$ cat config.mk
export PLATFORM = sky130hd
export DESIGN_NAME = coef_axis_tx
export DESIGN_NICKNAME = d
export VERILOG_FILES = /design/src/rtl/coef_axis_pkg.sv /design/src/rtl/coef_axis_tx_bank.sv /design/src/rtl/coef_axis_tx.sv
export SDC_FILE = /design/constraint.sdc
export NUM_CORES = 1
export LEC_CHECK = 0
export BUFFER_PORTS_ARGS = -buffer_cell sky130_fd_sc_hd__buf_2
export CORE_MARGIN = 2
export CORE_UTILIZATION = 50
export DETAILED_ROUTE_END_ITERATION = 10
export HOLD_SLACK_MARGIN = 0.06
export PLACE_DENSITY = 0.69
export SLEW_MARGIN = 40
export SYNTH_ARGS = -nofsm -noshare
export SYNTH_HDL_FRONTEND = slang
export SYNTH_HIERARCHICAL = 1
export SYNTH_SLANG_ARGS = --single-unit
$ cat constraint.sdc
create_clock -name clk -period 12.1 [get_ports clk]
set_clock_uncertainty 0.2 [all_clocks]
set_input_delay 1.21 -clock clk [delete_from_list [all_inputs] [get_ports clk]]
set_output_delay 1.21 -clock clk [all_outputs]
set_load 0.02 [all_outputs]
$ cat src/rtl/coef_axis_pkg.sv
// Shared constants, FSM encoding and beat packing for the coefficient
// AXI-Stream transmitter.
package coef_axis_pkg;

    localparam int NUM_COEF_DEF = 12;
    localparam int COEF_W_DEF   = 16;
    localparam int BEATS        = NUM_COEF_DEF / 2;

    typedef enum logic [1:0] {
        IDLE = 2'd0,
        SEND = 2'd1,
        DONE = 2'd2
    } state_e;

    // Even-index coefficient rides in the upper half of the beat.
    function automatic logic [2*COEF_W_DEF-1:0] pack_pair(
        input logic [COEF_W_DEF-1:0] hi,
        input logic [COEF_W_DEF-1:0] lo
    );
        return {hi, lo};
    endfunction

endpackage

$ cat src/rtl/coef_axis_tx_bank.sv
// Live coefficient bank written by the control side, plus a shadow bank
// snapshotted on start so an in-flight packet never sees later writes.
module coef_bank
    import coef_axis_pkg::*;
#(
    parameter int NUM_COEF = NUM_COEF_DEF,
    parameter int COEF_W   = COEF_W_DEF,
    parameter int BW       = 3
) (
    input  logic              clk,
    input  logic              rst,
    input  logic              we,
    input  logic [3:0]        addr,
    input  logic [COEF_W-1:0] wdata,
    input  logic              snap,
    input  logic              rd_live,
    input  logic [BW-1:0]     rd_beat,
    output logic [COEF_W-1:0] rd_hi,
    output logic [COEF_W-1:0] rd_lo
);

    localparam int N_BEATS = NUM_COEF / 2;

    logic [COEF_W-1:0] live     [NUM_COEF];
    logic [COEF_W-1:0] shadow   [NUM_COEF];
    logic [COEF_W-1:0] snap_val [NUM_COEF];

    // Same-cycle write is forwarded so a write coincident with start lands in the snapshot.
    always_comb begin
        for (int i = 0; i < NUM_COEF; i++) begin
            snap_val[i] = (we && (addr == 4'(i))) ? wdata : live[i];
        end
    end

    always_ff @(posedge clk or posedge rst) begin
        if (rst) begin
            for (int i = 0; i < NUM_COEF; i++) begin
                live[i]   <= '0;
                shadow[i] <= '0;
            end
        end else begin
            for (int i = 0; i < NUM_COEF; i++) begin
                if (we && (addr == 4'(i))) begin
                    live[i] <= wdata;
                end
                if (snap) begin
                    shadow[i] <= snap_val[i];
                end
            end
        end
    end

    // rd_live serves the first beat on the very edge that takes the snapshot.
    always_comb begin
        rd_hi = '0;
        rd_lo = '0;
        if (rd_live) begin
            rd_hi = snap_val[0];
            rd_lo = snap_val[1];
        end else begin
            for (int b = 0; b < N_BEATS; b++) begin
                if (rd_beat == BW'(b)) begin
                    rd_hi = shadow[2*b];
                    rd_lo = shadow[2*b+1];
                end
            end
        end
    end

endmodule

$ cat src/rtl/coef_axis_tx.sv
// AXI-Stream master sending NUM_COEF/2 packed coefficient pairs per start,
// tlast on the final beat, done pulse one cycle after the last handshake.
module coef_axis_tx
    import coef_axis_pkg::*;
#(
    parameter int NUM_COEF = NUM_COEF_DEF,
    parameter int COEF_W   = COEF_W_DEF,
    parameter int DATA_W   = 2 * COEF_W
) (
    input  logic              clk,
    input  logic              rst,
    input  logic              coef_we,
    input  logic [3:0]        coef_addr,
    input  logic [COEF_W-1:0] coef_wdata,
    input  logic              start,
    output logic              busy,
    output logic              done,
    output logic [DATA_W-1:0] m_axis_tdata,
    output logic              m_axis_tvalid,
    output logic              m_axis_tlast,
    input  logic              m_axis_tready,
    output logic [3:0]        beat_cnt_moni,
    output logic [1:0]        state_dbg
);

    // Stream handshake: a beat transfers on a rising clk edge where
    // m_axis_tvalid && m_axis_tready; tvalid/tdata/tlast stay frozen until then
    // and tvalid is a pure register output, never a function of tready.

    localparam int         N_BEATS = NUM_COEF / 2;
    localparam int         BW      = (N_BEATS > 1) ? $clog2(N_BEATS) : 1;
    localparam logic [BW-1:0] LAST = BW'(N_BEATS - 1);

    state_e            state;
    logic [BW-1:0]     beat;
    logic [BW-1:0]     rd_beat;
    logic [COEF_W-1:0] rd_hi;
    logic [COEF_W-1:0] rd_lo;
    logic              snap;
    logic              hs;

    assign snap    = (state == IDLE) && start;
    assign hs      = (state == SEND) && m_axis_tready;
    // Look one beat ahead so tdata is ready the edge the current beat is accepted.
    assign rd_beat = (beat == LAST) ? beat : beat + 1'b1;

    coef_bank #(
        .NUM_COEF (NUM_COEF),
        .COEF_W   (COEF_W),
        .BW       (BW)
    ) u_bank (
        .clk     (clk),
        .rst     (rst),
        .we      (coef_we),
        .addr    (coef_addr),
        .wdata   (coef_wdata),
        .snap    (snap),
        .rd_live (snap),
        .rd_beat (rd_beat),
        .rd_hi   (rd_hi),
        .rd_lo   (rd_lo)
    );

    always_ff @(posedge clk or posedge rst) begin
        if (rst) begin
            state         <= IDLE;
            beat          <= '0;
            busy          <= 1'b0;
            done          <= 1'b0;
            m_axis_tvalid <= 1'b0;
            m_axis_tlast  <= 1'b0;
            m_axis_tdata  <= '0;
        end else begin
            done <= 1'b0;
            case (state)
                IDLE: begin
                    if (start) begin
                        state         <= SEND;
                        beat          <= '0;
                        busy          <= 1'b1;
                        m_axis_tvalid <= 1'b1;
                        m_axis_tdata  <= DATA_W'(pack_pair(COEF_W_DEF'(rd_hi), COEF_W_DEF'(rd_lo)));
                        m_axis_tlast  <= (N_BEATS == 1);
                    end
                end
                SEND: begin
                    if (hs) begin
                        if (beat == LAST) begin
                            state         <= DONE;
                            busy          <= 1'b0;
                            done          <= 1'b1;
                            m_axis_tvalid <= 1'b0;
                            m_axis_tlast  <= 1'b0;
                        end else begin
                            beat          <= beat + 1'b1;
                            m_axis_tdata  <= DATA_W'(pack_pair(COEF_W_DEF'(rd_hi), COEF_W_DEF'(rd_lo)));
                            m_axis_tlast  <= (rd_beat == LAST);
                        end
                    end
                end
                DONE: begin
                    state <= IDLE;
                    beat  <= '0;
                end
                default: begin
                    state         <= IDLE;
                    beat          <= '0;
                    busy          <= 1'b0;
                    m_axis_tvalid <= 1'b0;
                    m_axis_tlast  <= 1'b0;
                end
            endcase
        end
    end

    assign beat_cnt_moni = 4'(beat);
    assign state_dbg     = state;

endmodule

==> impl_metrics.env <==
export IMPL_status="complete, no violations"
export IMPL_cts_root_buf="clkbuf_16"
export IMPL_synth_fa_ha_area_frac=0.00137
export IMPL_dieHeight_um=195
export IMPL_relSlewSlack=0.445
export IMPL_rsz0062_at_grt="no"
export IMPL_first_pass_iters=5
export IMPL_ant_nets=0
export IMPL_grtUsageTotal=0.218
export IMPL_tns_ns=0
export IMPL_grt_max_degree=102
export IMPL_seq_area_frac_synth=0.581
export IMPL_max_stage_delay_ns=0.62
export IMPL_crit_fanout=47
export IMPL_drcViolationCount=0
export IMPL_synth_main_ff_cell="dfrtp_1"
export IMPL_cts_tree="done"
export IMPL_cp_slowest_cell="buf_4"
export IMPL_postCtsSetupBuffers=0
export IMPL_report_final_slew_viol_count=0
export IMPL_tightest_slew_ns=0.832
export IMPL_setup_viol=0
export IMPL_layout_common_cells="dfrtp_1, mux2_2, mux2_4, mux2i_1"
export IMPL_grt_pass1_vias=10869
export IMPL_die_area_um2=38100
export IMPL_period_minus_slack_ns=4.00
export IMPL_ys_warn_count=6
export IMPL_synth_compound_area_share=0.0511
export IMPL_avgSynthCellArea_um2=14.1
export IMPL_ioPinCount=67
export IMPL_cts_resized=0
export IMPL_regArea_um2=10600
export IMPL_synth_seq_cells=424
export IMPL_final_net_count=1366
export IMPL_multi_input_area_um2=7200
export IMPL_vias=10359
export IMPL_powerDensity_nw_per_um2=275
export IMPL_antenna_found_initial=0
export IMPL_placeableCoreArea_um2=36300
export IMPL_p_leak_nw=9.69
export IMPL_synthesis_instances=1292
export IMPL_synth_area_um2=18300
export IMPL_power_w=0.00567
export IMPL_cts_sinks=424
export IMPL_hp_class="reg -> reg"
export IMPL_crit_chain="ha_1 -> nand2_2 -> xor2_4 -> buf_4 -> buf_4 -> buf_12 -> mux4_2 -> a211oi_1 -> a21oi_1 -> mux2_4"
export IMPL_clockBufferDepth=3
export IMPL_cts_max_level=2
export IMPL_synth_xor_area_frac=0.000479
export IMPL_initial_utilization=0.504
export IMPL_start_kind="flip-flop"
export IMPL_design_area_um2=20600
export IMPL_final_common_cell="dfrtp_1"
export IMPL_num_rows=70
export IMPL_die_width_um=195
export IMPL_cp_top_family="buffers and inverters"
export IMPL_yosysUniqueCellTypes=43
export IMPL_arrival_ns=4.21
export IMPL_cp_num_buf_inv=3
export IMPL_muxShareOfSynthArea=0.299
export IMPL_required_ns=12.31
export IMPL_vias_per_cell=5.63
export IMPL_postCtsHoldBufs=0
export IMPL_crit_type="reg -> reg"
export IMPL_drt_total_wl_um=40600
export IMPL_grt_first_pass_wirelength_um=64300
export IMPL_drive_gt1_frac=0.416
export IMPL_fillers=2963
export IMPL_max_vdd_ir_drop_v=0.000150
export IMPL_gp_congestion=0.757
export IMPL_area_growth_pct=13.0
export IMPL_max_cap_violations=0
export IMPL_synth_edf_count=0
export IMPL_end_kind="flip-flop"
export IMPL_async_flop_share=1.00
export IMPL_first_iter_violations=674
export IMPL_synth_top_family_by_area="multiplexers"
export IMPL_timing_critical_path_mode_cell="buf_4"
export IMPL_synth_simple_area_share=0.0370
export IMPL_fmax_ghz=0.250
export IMPL_clk_pin_slew_ns=0.06
export IMPL_port_buffer_count=65
export IMPL_place_detailed_hpwl_um=23200
export IMPL_wl_per_cell_um=22.1
export IMPL_synth_nets=1319
export IMPL_clkLatencyLatePin_ns=0.55
export IMPL_period_share=0.331
export IMPL_hold_viol=0
export IMPL_grt_ovfl_total=0
export IMPL_cts_made_buffers=44
export IMPL_post_dp_cell_area_um2=19100
## stage by stage
| stage | instances | hold slack, ns | setup WS (ns) | util |
|---|---|---|---|---|
| after detailed placement | 1758 | 0.276 | 7.99 | 0.527 |
| after CTS | 1836 | 0.292 | 7.93 | 0.567 |
| after global routing | 1839 | 0.300 | 7.91 | 0.569 |
| after floorplan | 1292 | 0.265 | 0.0192 | - |
| final | 1840 | 0.292 | 8.10 | 0.569 |
| after global placement | 1752 | 0.274 | 7.91 | 0.523 |
## final timing paths
check                                     startpoint                            end  slack, ns  cells after the start
min                        u_bank/live[31]$_DFF_PP0_      u_bank/live[31]$_DFF_PP0_       0.29                      1
min in group asynchronous                        rst    m_axis_tdata[1]$_DFFE_PP0P_       0.53                      2
min reg2reg                u_bank/live[31]$_DFF_PP0_      u_bank/live[31]$_DFF_PP0_       0.29                      1
max reg2reg                      beat[0]$_DFFE_PP0P_   m_axis_tdata[19]$_DFFE_PP0P_       8.10                     10
max                              beat[0]$_DFFE_PP0P_   m_axis_tdata[19]$_DFFE_PP0P_       8.10                     10
max in group asynchronous                        rst  u_bank/shadow[85]$_DFFE_PP0P_       9.65                      4
## report_power, final
group | total [W] | internal [W] | switching, W
sequential | 0.00220 | 0.00194 | 0.000261
clock | 0.00134 | 0.000807 | 0.000534
combinational | 0.00213 | 0.00107 | 0.00107
## final cells by class
cell class,instances,area share
Timing Repair Buffer,95,0.0329
Clock inverter,5,0.00279
Multi-Input combinational cell,748,0.349
Antenna cell,1,0.000121
Clock buffer,73,0.0679
Tap cell,468,0.0284
Inverter,26,0.00509
Sequential cell,424,0.514
## registers in the layout, summed over array words and instances (netlist names)
register       count
u_bank/live      192
u_bank/shadow    192
m_axis_tdata      32
beat               3
state_dbg          2
done               1
m_axis_tlast       1
m_axis_tvalid      1
## synthesized netlist by cell type, types with 2 or more instances
cell	instances	area, µm²
inv_1	25	93.8
nand2_1	27	101
nand2_2	2	12.5
buf_6	7	78.8
or3_1	2	12.5
mux2i_1	80	801
nand3_1	5	25.0
o221ai_1	14	123
nand3b_4	2	40.0
a22o_1	14	123
mux2_4	83	1250
ha_1	2	25.0
o21a_1	13	97.6
a211oi_1	8	60.1
buf_4	5	37.5
o22ai_1	15	93.8
clkbuf_1	55	206
nand3b_1	16	120
nor2_1	71	267
mux4_2	3	67.6
buf_2	17	85.1
o21ai_0	22	110
buf_1	10	37.5
a22oi_1	11	82.6
mux2_2	298	3360
dfrtp_1	424	10600
a21oi_1	41	205
nand2b_1	5	31.3
## per-layer routing
| metal | routed length, µm | up-vias | global-route usage |
|---|---|---|---|
| li1 | - | 4669 | - |
| met3 | 1300 | 41 | 0.0295 |
| met2 | 19500 | 163 | 0.356 |
| met1 | 19100 | 5486 | 0.313 |
| met5 | 0 | - | 0 |
| met4 | 705 | 0 | 0.0526 |
## cell families after synthesis
family | after synthesis
buffers and inverters | 120
adder cells (fa/ha/maj) | 2
other | 1
multiplexers | 464
AND/OR/NAND/NOR | 138
XOR/XNOR | 1
flip-flops | 424
AO/OA/AOI/OAI | 142
Power figures use the tool's default switching activity.
